[src/rtl/demux4_buf_pkg.sv]
// Shared definitions for the demux4_buf one-to-four distributor: default width,
// select encoding (same as the 4-way source mux, s1 = MSB) and port count.
package demux4_buf_pkg;

  localparam int WIDTH_DEF = 32;
  localparam int NPORTS    = 4;

  localparam logic [1:0] SEL_P0 = 2'b00;
  localparam logic [1:0] SEL_P1 = 2'b01;
  localparam logic [1:0] SEL_P2 = 2'b10;
  localparam logic [1:0] SEL_P3 = 2'b11;

  typedef enum logic {
    SLOT_EMPTY = 1'b0,
    SLOT_FULL  = 1'b1
  } slot_state_e;

  function automatic logic [NPORTS-1:0] sel_decode(input logic [1:0] sel);
    logic [NPORTS-1:0] hot;
    hot = '0;
    case (sel)
      SEL_P0:  hot = 4'b0001;
      SEL_P1:  hot = 4'b0010;
      SEL_P2:  hot = 4'b0100;
      SEL_P3:  hot = 4'b1000;
      default: hot = '0;
    endcase
    return hot;
  endfunction

endpackage

[src/rtl/demux4_slot.sv]
// One-entry valid/ready output buffer; a load in the same cycle as a drain
// reloads the slot so a single port sustains one word per cycle.
//   state      | meaning
//   SLOT_EMPTY | no word held, valid=0, dout keeps last loaded word
//   SLOT_FULL  | word held in dout, valid=1, waiting for ready
module demux4_slot
  import demux4_buf_pkg::*;
#(
  parameter int WIDTH = WIDTH_DEF
) (
  input  logic             clk,
  input  logic             rst_n,
  input  logic             load,
  input  logic [WIDTH-1:0] din,
  input  logic             ready,
  output logic             valid,
  output logic [WIDTH-1:0] dout
);

  slot_state_e state;

  always_ff @(posedge clk or negedge rst_n) begin
    if (!rst_n) begin
      state <= SLOT_EMPTY;
      dout  <= '0;
    end else begin
      case (state)
        SLOT_EMPTY: begin
          if (load) begin
            state <= SLOT_FULL;
            dout  <= din;
          end
        end
        SLOT_FULL: begin
          if (load) begin
            dout <= din;
          end else if (ready) begin
            state <= SLOT_EMPTY;
          end
        end
        default: state <= SLOT_EMPTY;
      endcase
    end
  end

  assign valid = (state == SLOT_FULL);

endmodule

[src/rtl/demux4_buf.sv]
// One-to-four distributor with a 1-entry buffer per output port.
// Optional per-port transfer counters cnt0..cnt3 when DEMUX4_STATS_EN is defined.
module demux4_buf
  import demux4_buf_pkg::*;
#(
  parameter int WIDTH = WIDTH_DEF
`ifdef DEMUX4_STATS_EN
  , parameter int CNT_W = 16
`endif
) (
  input  logic              clk,
  input  logic              rst_n,
  input  logic              s1,
  input  logic              s2,
  input  logic              in_valid,
  output logic              in_ready,
  input  logic [WIDTH-1:0]  indata,
  output logic [NPORTS-1:0] out_valid,
  input  logic [NPORTS-1:0] out_ready,
  output logic [WIDTH-1:0]  out0,
  output logic [WIDTH-1:0]  out1,
  output logic [WIDTH-1:0]  out2,
  output logic [WIDTH-1:0]  out3
`ifdef DEMUX4_STATS_EN
  , output logic [CNT_W-1:0] cnt0
  , output logic [CNT_W-1:0] cnt1
  , output logic [CNT_W-1:0] cnt2
  , output logic [CNT_W-1:0] cnt3
`endif
);

  logic [1:0]        sel;
  logic              fire;
  logic [NPORTS-1:0] load;
  logic [WIDTH-1:0]  dout [NPORTS];

  assign sel = {s1, s2};
  // Only the targeted port can stall the producer; in_valid is deliberately excluded.
  assign in_ready = !out_valid[sel] || out_ready[sel];
  assign fire     = in_valid && in_ready;
  assign load     = fire ? sel_decode(sel) : '0;

  for (genvar k = 0; k < NPORTS; k++) begin : g_slot
    demux4_slot #(.WIDTH(WIDTH)) u_slot (
      .clk   (clk),
      .rst_n (rst_n),
      .load  (load[k]),
      .din   (indata),
      .ready (out_ready[k]),
      .valid (out_valid[k]),
      .dout  (dout[k])
    );
  end

  assign out0 = dout[0];
  assign out1 = dout[1];
  assign out2 = dout[2];
  assign out3 = dout[3];

`ifdef DEMUX4_STATS_EN
  logic [CNT_W-1:0] cnt [NPORTS];

  always_ff @(posedge clk or negedge rst_n) begin
    if (!rst_n) begin
      for (int k = 0; k < NPORTS; k++) cnt[k] <= '0;
    end else begin
      for (int k = 0; k < NPORTS; k++) begin
        if (out_valid[k] && out_ready[k]) cnt[k] <= cnt[k] + CNT_W'(1);
      end
    end
  end

  assign cnt0 = cnt[0];
  assign cnt1 = cnt[1];
  assign cnt2 = cnt[2];
  assign cnt3 = cnt[3];
`endif

endmodule

[config.mk]
export PLATFORM = sky130hd
export DESIGN_NAME = demux4_buf
export DESIGN_NICKNAME = d
export VERILOG_FILES = /design/src/rtl/demux4_buf_pkg.sv /design/src/rtl/demux4_slot.sv /design/src/rtl/demux4_buf.sv
export SDC_FILE = /design/constraint.sdc
export NUM_CORES = 1
export LEC_CHECK = 0
export ABC_AREA = 1
export CORE_UTILIZATION = 50
export CTS_BUF_LIST = sky130_fd_sc_hd__clkbuf_16
export DETAILED_ROUTE_END_ITERATION = 7
export GPL_ROUTABILITY_DRIVEN = 0
export PLACE_DENSITY = 0.82
export REMOVE_ABC_BUFFERS = 1
export SYNTH_ARGS = -nofsm -noshare
export SYNTH_HDL_FRONTEND = slang
export SYNTH_SLANG_ARGS = --single-unit
[constraint.sdc]
create_clock -name clk -period 3.9 [get_ports clk]
set_input_delay 0.39 -clock clk [delete_from_list [all_inputs] [get_ports clk]]
set_output_delay 0.39 -clock clk [all_outputs]
set_load 0.1 [all_outputs]
---- Word level (Yosys, flattened, before mapping) ----
Index checks and enable logic that the tools add are counted.
word-level totals
  flip-flop bits (word level) ............. 132
  input bits .............................. 41
  output and inout bits ................... 133
  logic and storage cells ................. 46
cells by class
  $lt $le $gt $ge ......................... 1
  equality and inequality tests ........... 3
  muxes and demuxes ....................... 26
  bitwise operators ....................... 4
  reductions and logical operators ........ 4
operator list
  operator                                                    number
  2-to-1 mux 32 bit                                           4
  case mux 4 bit (4 select lines)                             1
  2-to-1 mux 1 bit                                            14
  case mux 1 bit (2 select lines)                             4
  binary-select mux 1 bit (select 2 bit)                      2
  equality test 2 bit, second input constant                  2
  2-to-1 mux 4 bit                                            1
  inverter 1 bit                                              4
  less-than comparator 2 x 3 -> 1 bit, second input constant  1
  equality test 2 x 1 -> 1 bit, second input constant         1
  zero test 2 bit                                             1
  logical AND 1 bit                                           1
  zero test 1 bit                                             1
  logical OR 1 bit                                            1

---- Longest topological paths before layout ----
Gate-level depths: netlist of the first run.
  depth after elaboration ................. 8
  gate-level depth with buffers ........... 11
  mapped depth without buffers ............ 9

---- Cells and area by module ----
Synthesis of the first run repeated with hierarchy kept, for this count alone.
second synthesis, totals
  cell total of the unflattened synthesis .. 590
  area total of the unflattened synthesis .. 5469.0 um2
modules (own cells, without submodules)
  module       instances  cells an instance  area an instance (um2)  seq. area each (um2)
  demux4_slot  4          140                1326.3                  825.8
  demux4_buf   1          30                 163.9                   0.0

---- Least setup slack after synthesis of the first run ----
Ideal clock, no wire load.
  path type ............................... input -> output
  from .................................... input port s1
  to ...................................... output port in_ready
  arrival time ............................ 1.410 ns
  required time ........................... 3.510 ns
  slack ................................... 2.100 ns
  cell stages on the path ................. 7
  buffers on the path ..................... 2
  cell sequence ........................... buf_4 -> nor2_8 -> nand2_1 -> nand2_1 -> nor2_2 -> nand2_4 -> buf_2
on the way
  longest elaborated chain between the ends .. 4
  elaborated cells on any way between the ends .. 6
  classes of those cells .................. 4 x mux; 2 x reduce/logical
ends and longest elaborated chain
  element                                 line              source
  start: declaration                      demux4_buf.sv:13  input logic s1,
  binary-select mux 1 bit (select 2 bit)  demux4_buf.sv:39  assign in_ready = !out_valid[sel] || out_ready[sel];
  2-to-1 mux 1 bit (implied by the code)  demux4_buf.sv:39
  zero test 1 bit                         demux4_buf.sv:39
  logical OR 1 bit *                      demux4_buf.sv:39
  end: declaration                        demux4_buf.sv:16  output logic in_ready,
Mark *: on every way between the ends. The rest lies on a longest branch, timed or not. The select of a mux whose other input is x is not followed.

---- Final worst setup path of the first run ----
  from .................................... input port s2
  to ...................................... output port in_ready
on the way
  longest elaborated chain between the ends .. 4
  elaborated cells on any way between the ends .. 6
  classes of those cells .................. 4 x mux; 2 x reduce/logical
ends and longest elaborated chain
  element                                 line              source
  start: declaration                      demux4_buf.sv:14  input logic s2,
  binary-select mux 1 bit (select 2 bit)  demux4_buf.sv:39
  2-to-1 mux 1 bit (implied by the code)  demux4_buf.sv:39
  zero test 1 bit                         demux4_buf.sv:39
  logical OR 1 bit *                      demux4_buf.sv:39
Marks and branches as above.

==> results of run 1 <==
## critical path, stage by stage
cell and delay (ps):
clkdlybuf4s50_1 770, inv_2 130, nand2_1 80, nand2_1 50, nand2_1 50, nand2_1 100, nand2_4 390, buf_4 360
buf_12 210
## flip-flops by register name, indices dropped and copies added, names as in the netlist
name / cells
g_slot.u_slot.valid: 4
g_slot.u_slot.dout: 128
## per-layer routing
layer / up-vias / share of wire
met5: - / 0
met4: 0 / 0.017
met3: 26 / 0.082
met2: 262 / 0.50
met1: 2520 / 0.40
li1: 2353 / -
## cell usage in the layout (no fill, tap or decap), drive strengths merged
| cell | Yosys | final |
|---|---|---|
| nand2 | 270 | 270 |
| nand3 | 7 | 7 |
| buf | 41 | 12 |
| clkinv | 0 | 5 |
| nor2 | 4 | 4 |
| clkbuf | 18 | 17 |
| inv | 7 | 11 |
| bufinv | 0 | 3 |
| dfrtp | 132 | 132 |
| o21ai | 4 | 4 |
| clkinvlp | 0 | 3 |
| clkdlybuf4s50 | 0 | 170 |
| nand4 | 128 | 128 |
## stage by stage
stage,hold WS (ps),cells
5_1_grt,222,906
3_5_place_dp,458,874
3_3_place_gp,453,874
2_1_floorplan,94.4,552
6_report,144,906
4_1_cts,179,906
## cells by family (layout without fill, tap and decap cells)
logic type	after synthesis	in the layout	share of synthesized area
simple gates	409	409	0.340
flops	132	132	0.588
buf+inv	66	221	0.0685
compound gates	4	4	0.00356
## worst paths after layout
path / to / cells after the start / slack [ps]
max: in_ready / 9 / 960
min: g_slot[2].u_slot.valid / 1 / 140
max reg2reg: g_slot[0].u_slot.dout[14] / 8 / 1500
min reg2reg: g_slot[3].u_slot.dout[26] / 2 / 470
max in group asynchronous: g_slot[2].u_slot.dout[17] / 2 / 2890
min in group clk: g_slot[3].u_slot.dout[26] / 2 / 470
## cell type report
cell class,count,share of cell area
Inverter,7,0.00335
Tap cell,140,0.0223
Clock inverter,15,0.0191
Clock buffer,17,0.0542
Multi-Input combinational cell,413,0.248
Sequential cell,132,0.421
Timing Repair Buffer,182,0.232
## power groups by stage
stage	Combinational, W	Clock [W]	Sequential [W]
after floorplan	0.000279	0	0.00379
after global placement	0.00304	0	0.00182
after detailed placement	0.00307	0	0.00183
after CTS	0.00307	0.00156	0.00181
after global routing	0.00316	0.00164	0.00184
final	0.00306	0.00155	0.00182
==> flow_results.org, run 1 <==
** Global routing
- Number of global-route vias before repair :: 4,869
- The total overflow left after global routing is 0.
- First-pass GRT wire length :: 25.2 mm
- met2 is the most crowded layer.
- Tot GR Track Use :: 0.282
- In the global route stage, met1 resource usage came out at 0.373.
- Maximum number of pins on one net before global-route repair :: 80
- GR Layer Usage met3 :: 0.0567
- Global-route track usage on met2 :: 0.455
- The number of antenna violations at the first check in global routing was 0.

** Synth
- Summed over all instances, the cell type with the most area after synthesis is dfrtp_1.
- Of all flip-flops after synthesis, the portion carrying an async set or reset was 1.00.
- In this run the cell area of the synthesized design comes to between 5000 and 6000 um^2.
- Post-synthesis cell type count :: 17
- Synthesis produced roughly 610 cells.
- For this run, the leading register cell type out of synthesis is dfrtp_1.
- Most instantiated library cell after synthesis :: nand2_1
- Flip-flop and latch count after synthesis :: 132
- Commonest cells in the netlist :: nand2_1 (269), dfrtp_1 (132), nand4_1 (128)
- The share of synthesized area in the top cell type comes to 0.588.
- Number of synthesized flops with an enable pin :: 0
- By area the synthesized netlist is led by dfrtp_1 (59%), nand2_1 (18%), nand4_1 (14%).
- The share of the Yosys chip area taken by registers is 0.588.
- Each instance of the synthesized netlist takes up on average between 9 and 10 um^2.
- Ys Warns :: 0

** Worst setup path
- At the worst endpoint, the required time is between 3000 and 4000 ps.
- The most critical setup path has its startpoint at s2.
- Nature of the critical path startpoint :: input port
- In this run the critical register-to-register path is launched from g_slot[3].u_slot.valid.
- STA classifies the critical path endpoint as an output port.
- By startpoint and endpoint, the worst setup path is classified as input port to output port.
- Crit path max fanout :: 45
- Critical Path AT :: between 2000 and 3000 ps

** Run
- Maximum capacitance violations :: 0

** Timing
- Normalized max-slew margin :: 0.320
- Setup-violating endpoint count in the final report :: 0
- Setup total negative slack :: 0 ps
- Count of pins over their slew limit :: 0
- For the pin with the worst max-slew slack, the measured transition is just over 1000 ps.
- Minimum setup slack in the final design :: 958 ps
- Setup repair after global routing left no endpoint under its margin.
- Skew final :: ~7.2 ps
- The routed design could run at a clock period as short as roughly 3000 ps.
- Final number of hold-violating endpoints :: 0
- Based on the critical path, the design can be clocked at up to 340 MHz.
- Dividing the final minimum period by the clock period gives 0.754.

** Clocking
- The root buffer cell chosen for the clock tree is clkbuf_16.
- Clock-pin slew was measured on the worst setup and hold paths at around 50 ps.
- In this run, post-CTS hold repair placed 0 buffers.
- The number of clock buffers added by TritonCTS is 17.
- The later pin in the worst-skew pair is clocked with a latency of 410 ps.
- The longest clock path from root to sink contains 2 buffers.
- TritonCTS clock tree :: yes
- After clock tree synthesis, the setup repair step added 0 buffers.
- Number of H-tree levels :: 4
- For this design, the sink count on the clock tree is around 130.
- After clock tree synthesis, the repair step resized 0 gates.

** Pwr
- Share of power burned in the clock network :: 0.241
- The share of total power dissipated in combinational logic is 0.477.
- Maximum vdd drop :: about 0.47 mV
- Of the total power, the share spent switching nets is 0.497.
- Summed over all cells, the static leakage comes to ~3.8 nW.
- Internal Pwr Total :: around 0.0032 W
- Reg power frac :: 0.283
- Overall power consumption after layout is estimated at ~0.0064 W.
- Dividing total power by cell area gives a power density of ~820 nW/um^2.
- In this run the power spent charging and discharging nets is about 0.0032 W.

** Die
- Number of I/O pins :: about 170
- Std-Cell Rows :: 38
- Floorplan die height :: 108 um
- The core region is between 10,000 and 15,000 um^2.
- The initial utilization of the core area, before any placement, comes to 0.516.
- Die Area :: roughly 12,000 um^2
- Die outline width :: 108 um

** Finish
- Measured on the finished design, the core utilization comes to 0.720.
- Multi-input gate area :: approximately 2000 um^2
- Across the whole layout, storage elements account for ~3300 um^2.
- The finished cells cover 7840 um^2.
- Fraction of final layout cells with drive strength greater than 1 :: 0.0653
- The repair_antennas step left the layout with diodes totalling 0.
- From synthesis to final layout, the design area changed by 39.5%.
- After the last flow step, the layout net total stands at between 700 and 800.
- After filler insertion, the fill cell instance count of the layout stands at ~800.

** Place
- Port buffering added approximately 170 buffers.
- Dpl ws :: between 600 and 700 ps
- Cell area after placement :: just over 7000 um^2
- Detailed placement finished with a half-perimeter wire length of 9.67 mm.

** Drt
- The first detailed-routing pass ran for 5 iterations.
- Detailed-route DRC error count :: 0
- In the final routed layout, each cell accounts on average for 17.6 um.
- In this run, the number of DRC markers left after iteration 0 of detailed routing was 317.
- Dividing the detail-routed via count by the number of cells gives between 5 and 6.
- Wires add up to approximately 16 mm.
- Vias after detailed routing :: ~5,200
- In this run the remaining antenna-violating nets after routing total 0.

** Outcome
- The flow ran to the end, and the final reports show no timing, DRC or antenna violations.

** Hold path
- Path type of the worst min-delay path :: input port to asynchronous set/reset pin
Power figures use the tool's default switching activity.
==> run 2, diff against run 1 <==
--- a/config.mk
+++ b/config.mk
@@ -6,11 +6,11 @@
 export NUM_CORES = 1
 export LEC_CHECK = 0
 export ABC_AREA = 1
-export CORE_UTILIZATION = 50
+export CORE_UTILIZATION = 42
 export CTS_BUF_LIST = sky130_fd_sc_hd__clkbuf_16
 export DETAILED_ROUTE_END_ITERATION = 7
 export GPL_ROUTABILITY_DRIVEN = 0
-export PLACE_DENSITY = 0.82
+export PLACE_DENSITY = 0.73
 export REMOVE_ABC_BUFFERS = 1
 export SYNTH_ARGS = -nofsm -noshare
 export SYNTH_HDL_FRONTEND = slang
==> constraint.sdc (replaced) <==
create_clock -name clk -period 2.62 [get_ports clk]
set_input_delay 0.262 -clock clk [delete_from_list [all_inputs] [get_ports clk]]
set_output_delay 0.262 -clock clk [all_outputs]
set_load 0.1 [all_outputs]
==> run 2 against run 1 <==
  * Sequential power up 49%
  * Cell area down 2.2%
  * Non-clock buffer count up 14
  * Combinational power up 45%
  * Critical path type unchanged
==> flow_results.org, run 2 (synthesis results as in run 1) <==
** Place
- The placed instance area is 7130 um^2 (-1.9%).
- The worst-case setup slack after placement was 356 ps (-255 ps).
- The half-perimeter wire length of the detailed placement result came to 10.5 mm (+8.1%).
- The number of port buffers is 173 (unchanged).

** Clocking
- Number of H-tree levels :: 4 (unchanged)
- Reg clk slew, reported paths :: 50 ps (about the same)
- CTS placed an instance of clkbuf_16 at the clock tree root.
- TritonCTS built the clock tree.
- The clock latency on the worst-skew pair was 420 ps (about the same).
- The maximum clock path buffer count came to 2 (unchanged).
- Number of clock sinks :: 132 (unchanged)
- The CTS buffer count was 17 (unchanged).

** Finish
- Post-route cell area :: 7670 um^2 (-2.2%)
- Fraction of final layout cells with drive strength greater than 1 :: 0.244 (+0.179)
- Max reg flops :: 128 (unchanged)
- Largest reg by FF count :: g_slot.u_slot.dout
- The post-layout net count is 808 (+1.8%).
- The library cells used most frequently in the layout, excluding fill and tap cells, are nand2_1 (269), buf_4 (150), dfrtp_1 (132).
- Leaving out fill and tap cells, the most frequent cell in the layout is nand2_1.
- The number of diodes added for antenna fixing is 0 (unchanged).
- Compared with the post-synthesis result, the final layout area differs by 36.5%.
- Share of the core filled with cells in the final layout :: 0.598 (-0.122)

** Timing
- The smallest clock period supported by the final layout is computed as about 2300 ps.
- Setup-violating endpoint count in the final report :: 0 (unchanged)
- Setup repair after global routing missed its margin :: false
- The final worst slack came to 362 ps (-596 ps).
- The worst slew margin relative to its limit came to 0.591 (+0.271).
- The measured slew at the worst slew-check pin was 614 ps (-403 ps).
- The final hold violation count is 0 (unchanged).
- The worst clock skew is 5.20 ps (-1.95 ps).
- Highest achievable clock rate :: approximately 440 MHz
- Count of pins over their slew limit :: 0 (unchanged)
- Of the available clock period, the critical path in the final layout requires 0.862.

** Pwr
- Reg power frac :: 0.290 (+0.007)
- Fraction of power spent switching nets :: 0.509 (+0.0121)
- The combinational cell fraction of total power is 0.477 (about the same).
- The reported leakage power is 4.08 nW (+6.7%).
- The net load switching power was 0.00475 W (+49%).
- Power per cell area :: 1220 nW/um^2 (+48%)
- The clock network fraction of total power was 0.233 (-0.008).
- Internal Pwr Total :: 0.00458 W (+42%)
- Maximum vdd drop :: 0.584 mV (+24%)

** Worst setup path
- Chain of cells forming the critical path :: clkdlybuf4s50_1 -> inv_2 -> nand3_1 -> nand2_1 -> nor2_2 -> nand2_4 -> buf_12 -> buf_12
- The arrival time at the worst endpoint came to 2000 ps (-550 ps).
- Among the stages of the critical path, the cell type that occurs most often is buf_12.
- Worst path top cell family by delay :: buffers and inverters
- Slowest stage cell, crit path :: clkdlybuf4s50_1
- Number of buffer and inverter stages on the critical path :: 4 (unchanged)
- The maximum fanout encountered on the critical timing path was 48 (+6.7%).
- Nature of the critical path startpoint :: input port
- The required time of the critical path was 2360 ps (-1150 ps).
- STA classifies the critical path endpoint as an output port.
- Max stage delay on crit path :: 770 ps (about the same)
- CP Class :: input port to output port

** Global routing
- Number of antenna violations at the first check in global routing :: 0 (unchanged)
- The wire length of the first global-routing pass is 26.7 mm (+6.3%).
- The maximum number of pins on one net before global-route repair is 66 (-18%).
- Number of global-route vias before repair :: 5,016 (+3.0%)
- The total global routing track utilization came to 0.246 (-0.0361).
- GRT Residual Overflow :: 0 (unchanged)

** Drt
- The detailed-router iteration count before antenna repair came to 5 (unchanged).
- Detailed-route DRC error count :: 0 (unchanged)
- The final antenna-violating net count was 0 (unchanged).
- Total wire length after detailed routing :: 16.3 mm (+2.2%)
- The violation count after the first detailed-route iteration is 584 (+84%).
- Vias after detailed routing :: 5,116 (-0.87%)
- DR WL/cell :: 17.2 um (-2.7%)
- The post-detailed-route via-to-cell ratio is 5.38 (-5.6%).

** Die
- The top-level I/O count was 174 (unchanged).
- The effective utilization at floorplan is 0.438 (-0.0780).
- Die outline width :: 118 um (+8.9%)
- The cell row count is 41 (+7.9%).
- The area of the die was 13,900 um^2 (+19%).
- The die span in y is 118 um (+8.9%).
- The total core area came to 12,800 um^2 (+18%).

** Outcome
- Outcome :: finished clean

** Hold path
- Path type of the worst min-delay path :: input port to flip-flop

** Run
- Maximum capacitance violations :: 0 (unchanged)
-- run 2: changes by cell type in the layout (fill, tap and decap cells not counted), moves of 2 or more --
cell	previous run	this run
clkinvlp_4	3	0
clkdlybuf4s50_1	170	38
buf_4	10	150
buf_12	2	6
inv_1	8	10
clkinv_1	2	4
-- run 2: metal layers --
layer / wire length, um / GRT usage / vias to the layer above
li1: - / - / 2375
met1: 6900 / 0.324 / 2504
met2: 7840 / 0.383 / 210
met3: 1280 / 0.0669 / 27
met4: 301 / 0.0986 / 0
met5: 0 / 0 / -
-- run 2: worst paths after layout --
check	start	end	slack (ps)	cells after the start
setup / recovery	s1	in_ready	360	8
hold / removal	in_valid	g_slot[0].u_slot.dout[17]	370	3
setup reg to reg	g_slot[2].u_slot.valid	g_slot[0].u_slot.dout[3]	980	9
hold reg to reg	g_slot[3].u_slot.dout[10]	g_slot[3].u_slot.dout[10]	470	2
max in group asynchronous	rst_n	g_slot[1].u_slot.dout[12]	1410	3
min in group asynchronous	rst_n	g_slot[2].u_slot.dout[1]	410	2
-- run 2: power by group through the flow --
stage / combinational, W / clock (W) / sequential, W
6_report: 0.00445 / 0.00218 / 0.00271
3_5_place_dp: 0.00446 / 0 / 0.00273
5_1_grt: 0.00459 / 0.00228 / 0.00275
2_1_floorplan: 0.000415 / 0 / 0.00565
3_3_place_gp: 0.00442 / 0 / 0.00272
4_1_cts: 0.00446 / 0.00220 / 0.00270
-- run 2: per-stage QoR --
step | hold slack [ps] | instances | setup TNS, ps | power [W]
2_1_floorplan | -33.6 | 552 | -44820 | 0.00606
4_1_cts | 347 | 951 | 0 | 0.00936
3_3_place_gp | 282 | 919 | 0 | 0.00714
3_5_place_dp | 299 | 919 | 0 | 0.00718
5_1_grt | 378 | 951 | 0 | 0.00962
6_report | 369 | 951 | 0 | 0.00933
-- run 2: cell type report --
type | count | area [um^2]
Clock buffer | 17 | 425
Clock inverter | 14 | 108
Fill cell | 1115 | 5150
Inverter | 7 | 26.3
Multi-Input combinational cell | 413 | 1950
Sequential cell | 132 | 3300
Tap cell | 172 | 215
Timing Repair Buffer | 196 | 1650
-- run 2: worst reg2reg max path, cell delays in order, from the launching register on --
cell	delay, ps
dfrtp_1	400
nand2_1	80
nand2_1	50
nand2_1	60
nand2_1	100
nand2_4	170
buf_12	250
buf_4	270
nand4_1	110
nand2_1	100
-- run 2: repair_timing --
item | in CTS | in global routing
endpoints found under the hold margin | 63 | 0
gates resized for setup | 0 | 0
buffers inserted | 0 | 0
hold buffers | 1 | 0
